==> config.mk <==
export PLATFORM = sky130hd
export DESIGN_NAME = argmax_classifier
export DESIGN_NICKNAME = d
export VERILOG_FILES = /design/src/rtl/argmax_classifier.sv
export SDC_FILE = /design/constraint.sdc
export NUM_CORES = 1
export LEC_CHECK = 0
export CELL_PAD_IN_SITES_DETAIL_PLACEMENT = 0
export CELL_PAD_IN_SITES_GLOBAL_PLACEMENT = 1
export CORE_ASPECT_RATIO = 0.7
export CORE_MARGIN = 5
export CORE_UTILIZATION = 43
export CTS_BUF_LIST = sky130_fd_sc_hd__clkbuf_16
export CTS_CLUSTER_DIAMETER = 200
export DETAILED_ROUTE_END_ITERATION = 6
export GPL_TIMING_DRIVEN = 0
export PLACE_DENSITY_LB_ADDON = 0.1
export RECOVER_POWER = 100
export SKIP_CTS_REPAIR_TIMING = 1
export SKIP_LAST_GASP = 1
export SYNTH_ARGS = -nofsm -noshare
export SYNTH_HDL_FRONTEND = slang
export SYNTH_SLANG_ARGS = --single-unit
==> constraint.sdc <==
create_clock -name clk -period 4.88 [get_ports clk]
set_clock_uncertainty 0.2 [all_clocks]
set_input_delay 0.732 -clock clk [delete_from_list [all_inputs] [get_ports clk]]
set_output_delay 0.732 -clock clk [all_outputs]
set_load 0.01 [all_outputs]
==> src/rtl/argmax_classifier.sv <==
// Argmax sink for the dense layer's score stream: collects OUT_COUNT signed
// scores, then reports the index and value of the largest with a done pulse.
module argmax_classifier #(
  parameter int OUT_COUNT = 10,
  parameter int DATA_SIZE = 8,
  localparam int CW = $clog2(OUT_COUNT)
) (
  input  logic                 clk,
  input  logic                 rst,
  input  logic                 clear,
  input  logic [DATA_SIZE-1:0] dataIn,
  input  logic                 valid,
  output logic                 busy,
  output logic                 done,
  output logic [CW-1:0]        classIdx,
  output logic [DATA_SIZE-1:0] maxVal,
  output logic [CW-1:0]        sampleCnt
);

  typedef enum logic [1:0] {IDLE, COLLECT, REPORT} state_t;

  localparam logic [CW-1:0] LAST = CW'(OUT_COUNT - 1);

  state_t               state, state_n;
  logic [CW-1:0]        count, count_n;
  logic [DATA_SIZE-1:0] best, best_n;
  logic [CW-1:0]        best_idx, best_idx_n;
  logic [CW-1:0]        class_n;
  logic [DATA_SIZE-1:0] max_n;
  logic                 greater;

  assign greater = $signed(dataIn) > $signed(best);

  always_ff @(posedge clk or posedge rst) begin
    if (rst) begin
      state    <= IDLE;
      count    <= '0;
      best     <= '0;
      best_idx <= '0;
      classIdx <= '0;
      maxVal   <= '0;
    end else begin
      state    <= state_n;
      count    <= count_n;
      best     <= best_n;
      best_idx <= best_idx_n;
      classIdx <= class_n;
      maxVal   <= max_n;
    end
  end

  always_comb begin
    state_n    = state;
    count_n    = count;
    best_n     = best;
    best_idx_n = best_idx;
    class_n    = classIdx;
    max_n      = maxVal;
    if (clear) begin
      state_n = IDLE;
      count_n = '0;
    end else begin
      case (state)
        IDLE, REPORT: begin
          state_n = IDLE;
          // A sample arriving during REPORT is index 0 of the next burst
          if (valid) begin
            best_n     = dataIn;
            best_idx_n = '0;
            count_n    = CW'(1);
            state_n    = COLLECT;
          end
        end
        COLLECT: begin
          if (valid) begin
            if (greater) begin
              best_n     = dataIn;
              best_idx_n = count;
            end
            if (count == LAST) begin
              // Result includes this final sample, so take it from the compare
              class_n = greater ? count  : best_idx;
              max_n   = greater ? dataIn : best;
              count_n = '0;
              state_n = REPORT;
            end else begin
              count_n = count + CW'(1);
            end
          end
        end
        default: begin
          state_n = IDLE;
          count_n = '0;
        end
      endcase
    end
  end

  assign busy      = (state == COLLECT);
  assign done      = (state == REPORT);
  assign sampleCnt = (state == COLLECT) ? count : '0;

endmodule

Word level (Yosys, flattened, before mapping). Index checks and enable logic that the tools add are counted.

$lt $le $gt $ge: 1. Equal/unequal tests: 8. Add/sub/neg operators: 1. Muxes and demuxes: 19. Bitwise gates (word level): 1. Reductions and logical operators: 7.

Operators by type and width (count): 4-bit two-way mux (8); 8-bit two-way mux (3); 4-bit case mux with 2 select lines (2); 8-bit case mux with 2 select lines (1); 8-bit > comparator (1); 4-bit AND reduction (2); 2-bit two-way mux (3); 3-bit != test (second input constant) (2); 4-bit by 1-bit adder with 4-bit output (second input constant) (1); 4-bit equality test (second input constant) (1); 2-bit != test (second input constant) (2); 2-bit case mux with 2 select lines (1); 2-bit AND reduction (2); 3-bit by 2-bit != test with 1-bit output (second input constant) (1); 2-bit by 1-bit equality test with 1-bit output (second input constant) (1); 2-bit equality test (second input constant) (1); 2-bit zero test (1); 2-bit nonzero test (1); 2-bit OR reduction (1); 1-bit two-way mux (1); 1-bit NOT (1).

Logic and storage cells: 43. Register bits after elaboration: 30. Output and inout port bits: 18.

Longest topological paths before layout. Gate-level depths: netlist of the first run.

Depth after elaboration: 5. Mapped depth: 10.

Worst setup path before layout of the first run. OpenSTA, ideal clock, no wires.

Kind: input to register. Start: in dataIn[5]. End: reg classIdx[3]. Stages: 8. Data arrival time: 2.253 ns. Required time: 4.562 ns. Path buffers: 2. Slack: 2.309 ns. Cells stage by stage: ha_1 > a21o_1 > a2111o_1 > o21ai_2 > buf_6 > buf_12 > a21oi_1 > a21o_1.

Word-level cells in the longest chain between the ends: 2.

Ends and longest elaborated chain: from (decl) (line 11) `input logic [DATA_SIZE-1:0] dataIn,`; 8-bit > comparator (line 32) `assign greater = $signed(dataIn) > $signed(best);`; 4-bit two-way mux; to (signal assigned) (line 47) `classIdx <= class_n;`; to (decl) (line 15) `output logic [CW-1:0] classIdx,`.

No other way between the ends. A chain may end at the register's enable or synchronous reset.

Worst setup path in the final report of the first run.
Start: in dataIn[5]. End: reg best_idx[2].

Word-level cells in the longest chain between the ends: 4.

Ends and longest elaborated chain: 8-bit > comparator (line 32); 4-bit two-way mux (2 in series); 4-bit case mux with 2 select lines; to (signal assigned) (line 46) `best_idx <= best_idx_n;`; to (decl) (line 27) `logic [CW-1:0] best_idx, best_idx_n;`.

No other way between the ends. The select of a mux whose other input is x is not followed.

==> key figures, run 1 <==
Run status
  • Status: completed

Critical path
  • Worst path arrival time: 3.57 ns
  • Slowest stage cell, crit path: clkbuf_1
  • Slowest stage delay, CP: 0.65 ns
  • CP endpoint kind: flip-flop
  • R2r setup slk: 1.88 ns
  • CP Data Required Time: 4.79 ns
  • Crit-path leading delay family: buffers and inverters
  • Worst path bufs/invs: 2
  • Crit-path max FO: 10
  • CP Class: in -> reg
  • Element type at the critical path start: input port
  • Crit-path cells: dlygate4sd3_1, ha_1, a21o_1, a2111o_1, o21ai_0, clkbuf_1, nor3_1, o2bb2ai_1

CTS
  • CTS Buffer Depth: 2
  • Cts bufs inserted: 5
  • CTS tree: done
  • Clock-pin slew on the worst setup and hold paths: 0.05 ns
  • Clk Latency, worst-skew pair: 0.27 ns
  • H-Tree Depth: 2
  • Sink Count: 30
  • Root buf cell: clkbuf_16

Finish
  • Number of diodes: 0
  • Final net count: 221
  • Layout overhead on the synthesized area: 30.8%
  • Final-layout fill cell count: 305
  • Most frequent cells in the layout: 30 x dfrtp_1, 22 x dlygate4sd3_1, 18 x nand2_1
  • Proportion of layout cells with a drive suffix above 1: 8.04%
  • Commonest non-fill, non-tap cell in the layout: dfrtp_1

GRT
  • GRT met2 Usage: 24.8%
  • Vias in the first global route: 1251
  • Gr busiest metal: met2
  • Met1 Use GR: 21.2%
  • Total global routing overflow: 0
  • GRT Total Usage: 15.9%
  • Grt met3 use: 5.21%
  • Antenna violations before repair: 0
  • First-pass GRT wire length: 6210 um
  • Largest net degree at the start of global routing: 31

Flow run
  • Max-Cap Viols: 0

Die
  • Die area: 0.00512 mm2
  • Row cnt: 18
  • I/O pins: 30
  • Die Ht: 61.4 um
  • Initial Utilization: 45.3%
  • Die W: 83.4 um
  • Core box area: 0.00358 mm2

Synthesis
  • Simple-gate share of the synthesized area: 14.5%
  • Mapped Cells: 162
  • Post-Syn Area per Cell: 10.0 um2
  • Syn. warnings: 0
  • Seq cells post-synth: 30
  • Compound-Gate Fraction of Synth Area: 15.5%
  • Post-Synth Adder-Cell Area: 7.71%
  • Mux cell area share after synthesis: 9.71%
  • Synth area leader: dfrtp_1
  • Synthesized area: 0.00162 mm2
  • Post-synthesis sequential area ratio: 46.3%
  • Mapped Nets: 184
  • Synth unique cells: 33
  • Synth top area share: 46.3%
  • Largest family of logic cells by synthesized area: compound AO/OA/AOI/OAI gates
  • Post-Synth XOR/XNOR Area: 0%
  • Dominant cells by area after synthesis: dfrtp_1 46%, ha_1 7.7%, mux2i_1 5.6%, nand2_1 4.2%, mux2_2 4.2%

Detailed routing
  • Via density: 5.22
  • Post-route DRC: 0
  • Via count: 1300
  • DRC marker count from the first detailed-route iteration: 54
  • Routed WL per cell: 14.9 um
  • Overall routed net length: 3720 um
  • Pre-Repair DR Iteration Count: 4
  • DRT antenna net count: 0

STA
  • Max Fclk: 0.274 GHz
  • Unrepaired setup endpoints after global routing: false
  • Pin slew with the least headroom to its limit: 1.08 ns
  • Fin. Hold Viols: 0
  • Worst slew margin: 27.8%
  • Max Slew Vio Count: 0
  • Setup_tns: 0 ns
  • # setup viols final: 0
  • Final worst-path cycle share: 74.9%
  • Post-layout min period: 3.65 ns

Place
  • Post-DP HPWL: 2700 um
  • PortBufs: 29
  • GPL Wtd Cong: 0.759

Power and ir drop
  • PD cells: 370 mW/mm2
  • VDD IR max: 225 uV
  • LEAKAGE: 1.02 nW
  • Power, Total: 0.786 mW

Min path
  • Worst Hold Class: reg -> reg
==> routing by layer <==
metal  vias up  part of all wire (%)
li1        644                     -
met1       625                    52
met2        25                    42
met3         6                   4.8
met4         0                   1.2
met5         -                     0
==> worst register-to-register path, cell delays in order (launching register included) <==
cell	delay [ns]
dfrtp_1	0.36
inv_1	0.05
ha_1	0.30
a21o_1	0.18
a2111o_1	0.40
o21ai_0	0.28
clkbuf_1	0.65
nor3_1	0.24
o2bb2ai_1	0.19
==> final timing paths <==
path                                       startpoint                      end  cells after the start
worst max-delay path                        dataIn[5]  best_idx[2]$_DFFE_PP0P_                      8
min in group asynchronous                         rst      best[5]$_DFFE_PP0P_                      2
worst min-delay path            maxVal[7]$_DFFE_PP0P_    maxVal[7]$_DFFE_PP0P_                      2
worst max register to register    best[5]$_DFFE_PP0P_  best_idx[2]$_DFFE_PP0P_                      8
worst min register to register  maxVal[7]$_DFFE_PP0P_    maxVal[7]$_DFFE_PP0P_                      2
max in group asynchronous                         rst      best[3]$_DFFE_PP0P_                      3
==> cell type report <==
type	count	area, um2	share of cell area, %
Clock buffer	5	125	5.89
Clock inverter	2	33.8	1.59
Multi-Input combinational cell	111	762	35.9
Sequential cell	30	751	35.4
Timing Repair Buffer	30	294	13.8
Tap cell	50	62.6	2.95
Buffer	4	31.3	1.47
Inverter	17	63.8	3.01
==> registers in the layout, summed over array words and instances, names as in the netlist <==
signal and count:
best 8, best_idx 4, classIdx 4, count 4, maxVal 8, state 2
==> stage by stage <==
step                      area (um2)  util [%]  worst slack, ns  hold slack (ns)  cells
after floorplan                 1620         -             2.31            0.266    162
after global placement          1980      55.2             1.62            0.252    241
after detailed placement        1980      55.2             1.61            0.273    241
after CTS                       2130      59.6             1.89            0.284    248
after global routing            2120      59.3             1.06            0.304    249
final                           2120      59.3             1.23            0.273    249
==> synth_stat cells <==
library cell / instances
or2_2: 1
nand3_1: 4
nor2b_1: 3
o2bb2ai_1: 4
nand2b_1: 3
nand2_1: 18
a2111o_1: 1
or4b_1: 1
a211oi_1: 1
mux2_2: 6
o311ai_0: 2
a21o_1: 2
a21oi_2: 1
o21ai_2: 1
inv_1: 17
clkbuf_1: 2
nor2_1: 9
o31ai_1: 1
and2_1: 3
o211ai_1: 1
buf_6: 1
a211oi_2: 2
or3_1: 1
dfrtp_1: 30
mux2i_1: 9
a21oi_1: 8
ha_1: 10
nand4_1: 2
nor3_1: 2
nor4_1: 2
buf_12: 1
o22ai_1: 2
o21ai_0: 11
==> cell families (layout without fill, tap and decap cells) <==
family                   Yosys count  after routing
multiplexers                      15             15
AO/OA/AOI/OAI                     37             37
flip-flops                        30             30
AND/OR/NAND/NOR                   49             49
buffers and inverters             21             58
adder cells (fa/ha/maj)           10             10
==> power by group <==
group	switching (mW)	internal, mW	total (mW)
sequential	0.0178	0.269	0.286
combinational	0.0827	0.0777	0.160
clock	0.104	0.236	0.340
No activity file was read; power rests on OpenSTA's default activity.
==> run 2, diff against run 1 <==
--- a/config.mk
+++ b/config.mk
@@ -9,7 +9,7 @@
 export CELL_PAD_IN_SITES_GLOBAL_PLACEMENT = 1
 export CORE_ASPECT_RATIO = 0.7
 export CORE_MARGIN = 5
-export CORE_UTILIZATION = 43
+export CORE_UTILIZATION = 40
 export CTS_BUF_LIST = sky130_fd_sc_hd__clkbuf_16
 export CTS_CLUSTER_DIAMETER = 200
 export DETAILED_ROUTE_END_ITERATION = 6
==> constraint.sdc (replaced) <==
create_clock -name clk -period 3.55 [get_ports clk]
set_clock_uncertainty 0.2 [all_clocks]
set_input_delay 0.5325 -clock clk [delete_from_list [all_inputs] [get_ports clk]]
set_output_delay 0.5325 -clock clk [all_outputs]
set_load 0.01 [all_outputs]
==> key figures, run 2 (synthesized netlist as in run 1, its figures left out) <==
Detailed routing
  • Post-route DRC: 0 (unchanged)
  • Overall routed net length: 3690 um (-0.86%)
  • Routed WL per cell: 14.7 um (-1.7%)
  • Pre-Repair DR Iteration Count: 4 (unchanged)
  • Via count: 1285 (-1.2%)
  • DRC marker count from the first detailed-route iteration: 63 (+17%)
  • Via density: 5.12 (-1.9%)
  • DRT antenna net count: 0 (unchanged)

Power and ir drop
  • Net switching power: 0.283 mW (+39%)
  • Sw Share: 26.0% (-0.037 points)
  • Comb pwr share: 20.5% (about the same)
  • Int Pwr: 0.808 mW (+39%)
  • Sequential power share: 36.1% (-0.3 points)
  • Clock power share: 43.4% (+0.2 points)
  • LEAKAGE: 1.03 nW (+0.93%)
  • Power, Total: 1.09 mW (+39%)
  • PD cells: 510 mW/mm2 (+38%)
  • VDD IR max: 228 uV (+1.5%)

Critical path
  • Crit-path max FO: 10 (unchanged)
  • CP Data Required Time: 3.54 ns (-1.25 ns)
  • Slowest stage delay, CP: 0.58 ns (-0.07 ns)
  • Crit-path cells: dlygate4sd3_1, ha_1, a21o_1, a2111o_1, o21ai_0, buf_6, buf_12, nor4_1, a211oi_2
  • Element type at the critical path start: input port
  • CP endpoint kind: flip-flop
  • Crit-path leading delay family: compound AO/OA/AOI/OAI gates
  • R2r setup slk: 1.01 ns (-0.87 ns)
  • Worst path bufs/invs: 3 (+1)
  • Slowest stage cell, crit path: dlygate4sd3_1
  • CP Class: in -> reg
  • Worst path arrival time: 2.99 ns (-0.58 ns)

CTS
  • Clock-pin slew on the worst setup and hold paths: 0.05 ns (about the same)
  • Root buf cell: clkbuf_16
  • Clk Latency, worst-skew pair: 0.27 ns (about the same)
  • CTS tree: done
  • H-Tree Depth: 2 (unchanged)
  • Sink Count: 30 (unchanged)
  • Cts bufs inserted: 5 (unchanged)
  • CTS Buffer Depth: 2 (unchanged)

Die
  • Die Ht: 63.3 um (+3.1%)
  • Die W: 86.1 um (+3.2%)
  • Core box area: 0.00392 mm2 (+9.5%)
  • Initial Utilization: 41.4% (-3.9 points)
  • Row cnt: 19 (+1)
  • Die area: 0.00545 mm2 (+6.4%)
  • I/O pins: 30 (unchanged)

GRT
  • Vias in the first global route: 1261 (+0.80%)
  • Antenna violations before repair: 0 (unchanged)
  • Largest net degree at the start of global routing: 31 (unchanged)
  • Total global routing overflow: 0 (unchanged)
  • Grt met3 use: 4.43% (-0.79 points)
  • First-pass GRT wire length: 6320 um (+1.8%)
  • Met1 Use GR: 20.7% (-0.54 points)
  • Gr busiest metal: met2
  • GRT Total Usage: 15.1% (-0.89 points)
  • GRT met2 Usage: 22.2% (-2.6 points)

STA
  • Fin. Hold Viols: 0 (unchanged)
  • Final worst-path cycle share: 84.6%
  • Setup_tns: 0 ns (unchanged)
  • Max Fclk: 0.333 GHz
  • Worst slew margin: 22.2% (-5.6 points)
  • Pin slew with the least headroom to its limit: 1.17 ns (+0.0828 ns)
  • Unrepaired setup endpoints after global routing: false
  • Post-layout min period: 3.00 ns
  • Max Slew Vio Count: 0 (unchanged)
  • # setup viols final: 0 (unchanged)

Place
  • Post-DP HPWL: 2740 um (+1.5%)
  • PortBufs: 29 (unchanged)
  • GPL Wtd Cong: 0.748 (-1.4%)

Finish
  • Biggest regs: best: 8 flops, maxVal: 8 flops
  • Most frequent cells in the layout: 30 x dfrtp_1, 21 x dlygate4sd3_1, 18 x nand2_1
  • Commonest non-fill, non-tap cell in the layout: dfrtp_1
  • Final net count: 220 (-0.45%)
  • Final-layout fill cell count: 369 (+21%)
  • Proportion of layout cells with a drive suffix above 1: 10.1% (+2.0 points)
  • Layout overhead on the synthesized area: 31.8%
  • Number of diodes: 0 (unchanged)

Run status
  • Status: completed

Flow run
  • Max-Cap Viols: 0 (unchanged)

Min path
  • Worst Hold Class: reg -> reg
-- run 2: routing by layer --
layer / vias to the layer above / wire length, um
met5: - / 0
li1: 639 / -
met1: 610 / 1750
met4: 0 / 58
met2: 29 / 1660
met3: 7 / 215
-- run 2: worst register-to-register path, stage by stage, from the launching register on --
cell	delay, ns
dfrtp_1	0.36
inv_1	0.06
ha_1	0.29
a21o_1	0.16
a2111o_1	0.39
o21ai_0	0.35
buf_6	0.25
buf_12	0.15
nor4_1	0.06
a211oi_2	0.19
-- run 2: path summary, 6_finish.rpt --
path | endpoint | from | cells after the start
hold reg to reg | classIdx[2]$_DFFE_PP0P_ | classIdx[2]$_DFFE_PP0P_ | 2
hold / removal | classIdx[2]$_DFFE_PP0P_ | classIdx[2]$_DFFE_PP0P_ | 2
max in group asynchronous | best[3]$_DFFE_PP0P_ | rst | 2
setup / recovery | best[1]$_DFFE_PP0P_ | dataIn[5] | 9
setup reg to reg | best[1]$_DFFE_PP0P_ | best[5]$_DFFE_PP0P_ | 9
min in group asynchronous | maxVal[4]$_DFFE_PP0P_ | rst | 2
-- run 2: final cells by class --
cell class | count | area (um2) | area share, %
tap | 52 | 65.1 | 3.04
sequential | 30 | 751 | 35.1
timing repair buffer | 29 | 290 | 13.6
inverter | 17 | 63.8 | 2.98
multi-input combinational | 111 | 766 | 35.8
clock inverter | 3 | 40.0 | 1.87
buffer | 4 | 38.8 | 1.81
clock buffer | 5 | 125 | 5.85
-- run 2: power by group through the flow --
stage	Sequential, mW	Clock (mW)	Combinational [mW]
2_1_floorplan	0.393	0	0.174
3_3_place_gp	0.397	0	0.226
3_5_place_dp	0.399	0	0.229
4_1_cts	0.394	0.482	0.232
5_1_grt	0.398	0.496	0.251
6_report	0.394	0.474	0.223
-- run 2: stage by stage --
step / worst slack, ns / hold WS, ns / instances / cell area, um2 / util, %
floorplan: 1.18 / 0.266 / 162 / 1620 / -
global placement: 0.504 / 0.251 / 243 / 1980 / 50.4
detailed placement: 0.484 / 0.258 / 243 / 1980 / 50.4
CTS: 0.759 / 0.269 / 251 / 2140 / 54.6
global route: 0.458 / 0.283 / 251 / 2140 / 54.5
finish: 0.547 / 0.259 / 251 / 2140 / 54.5
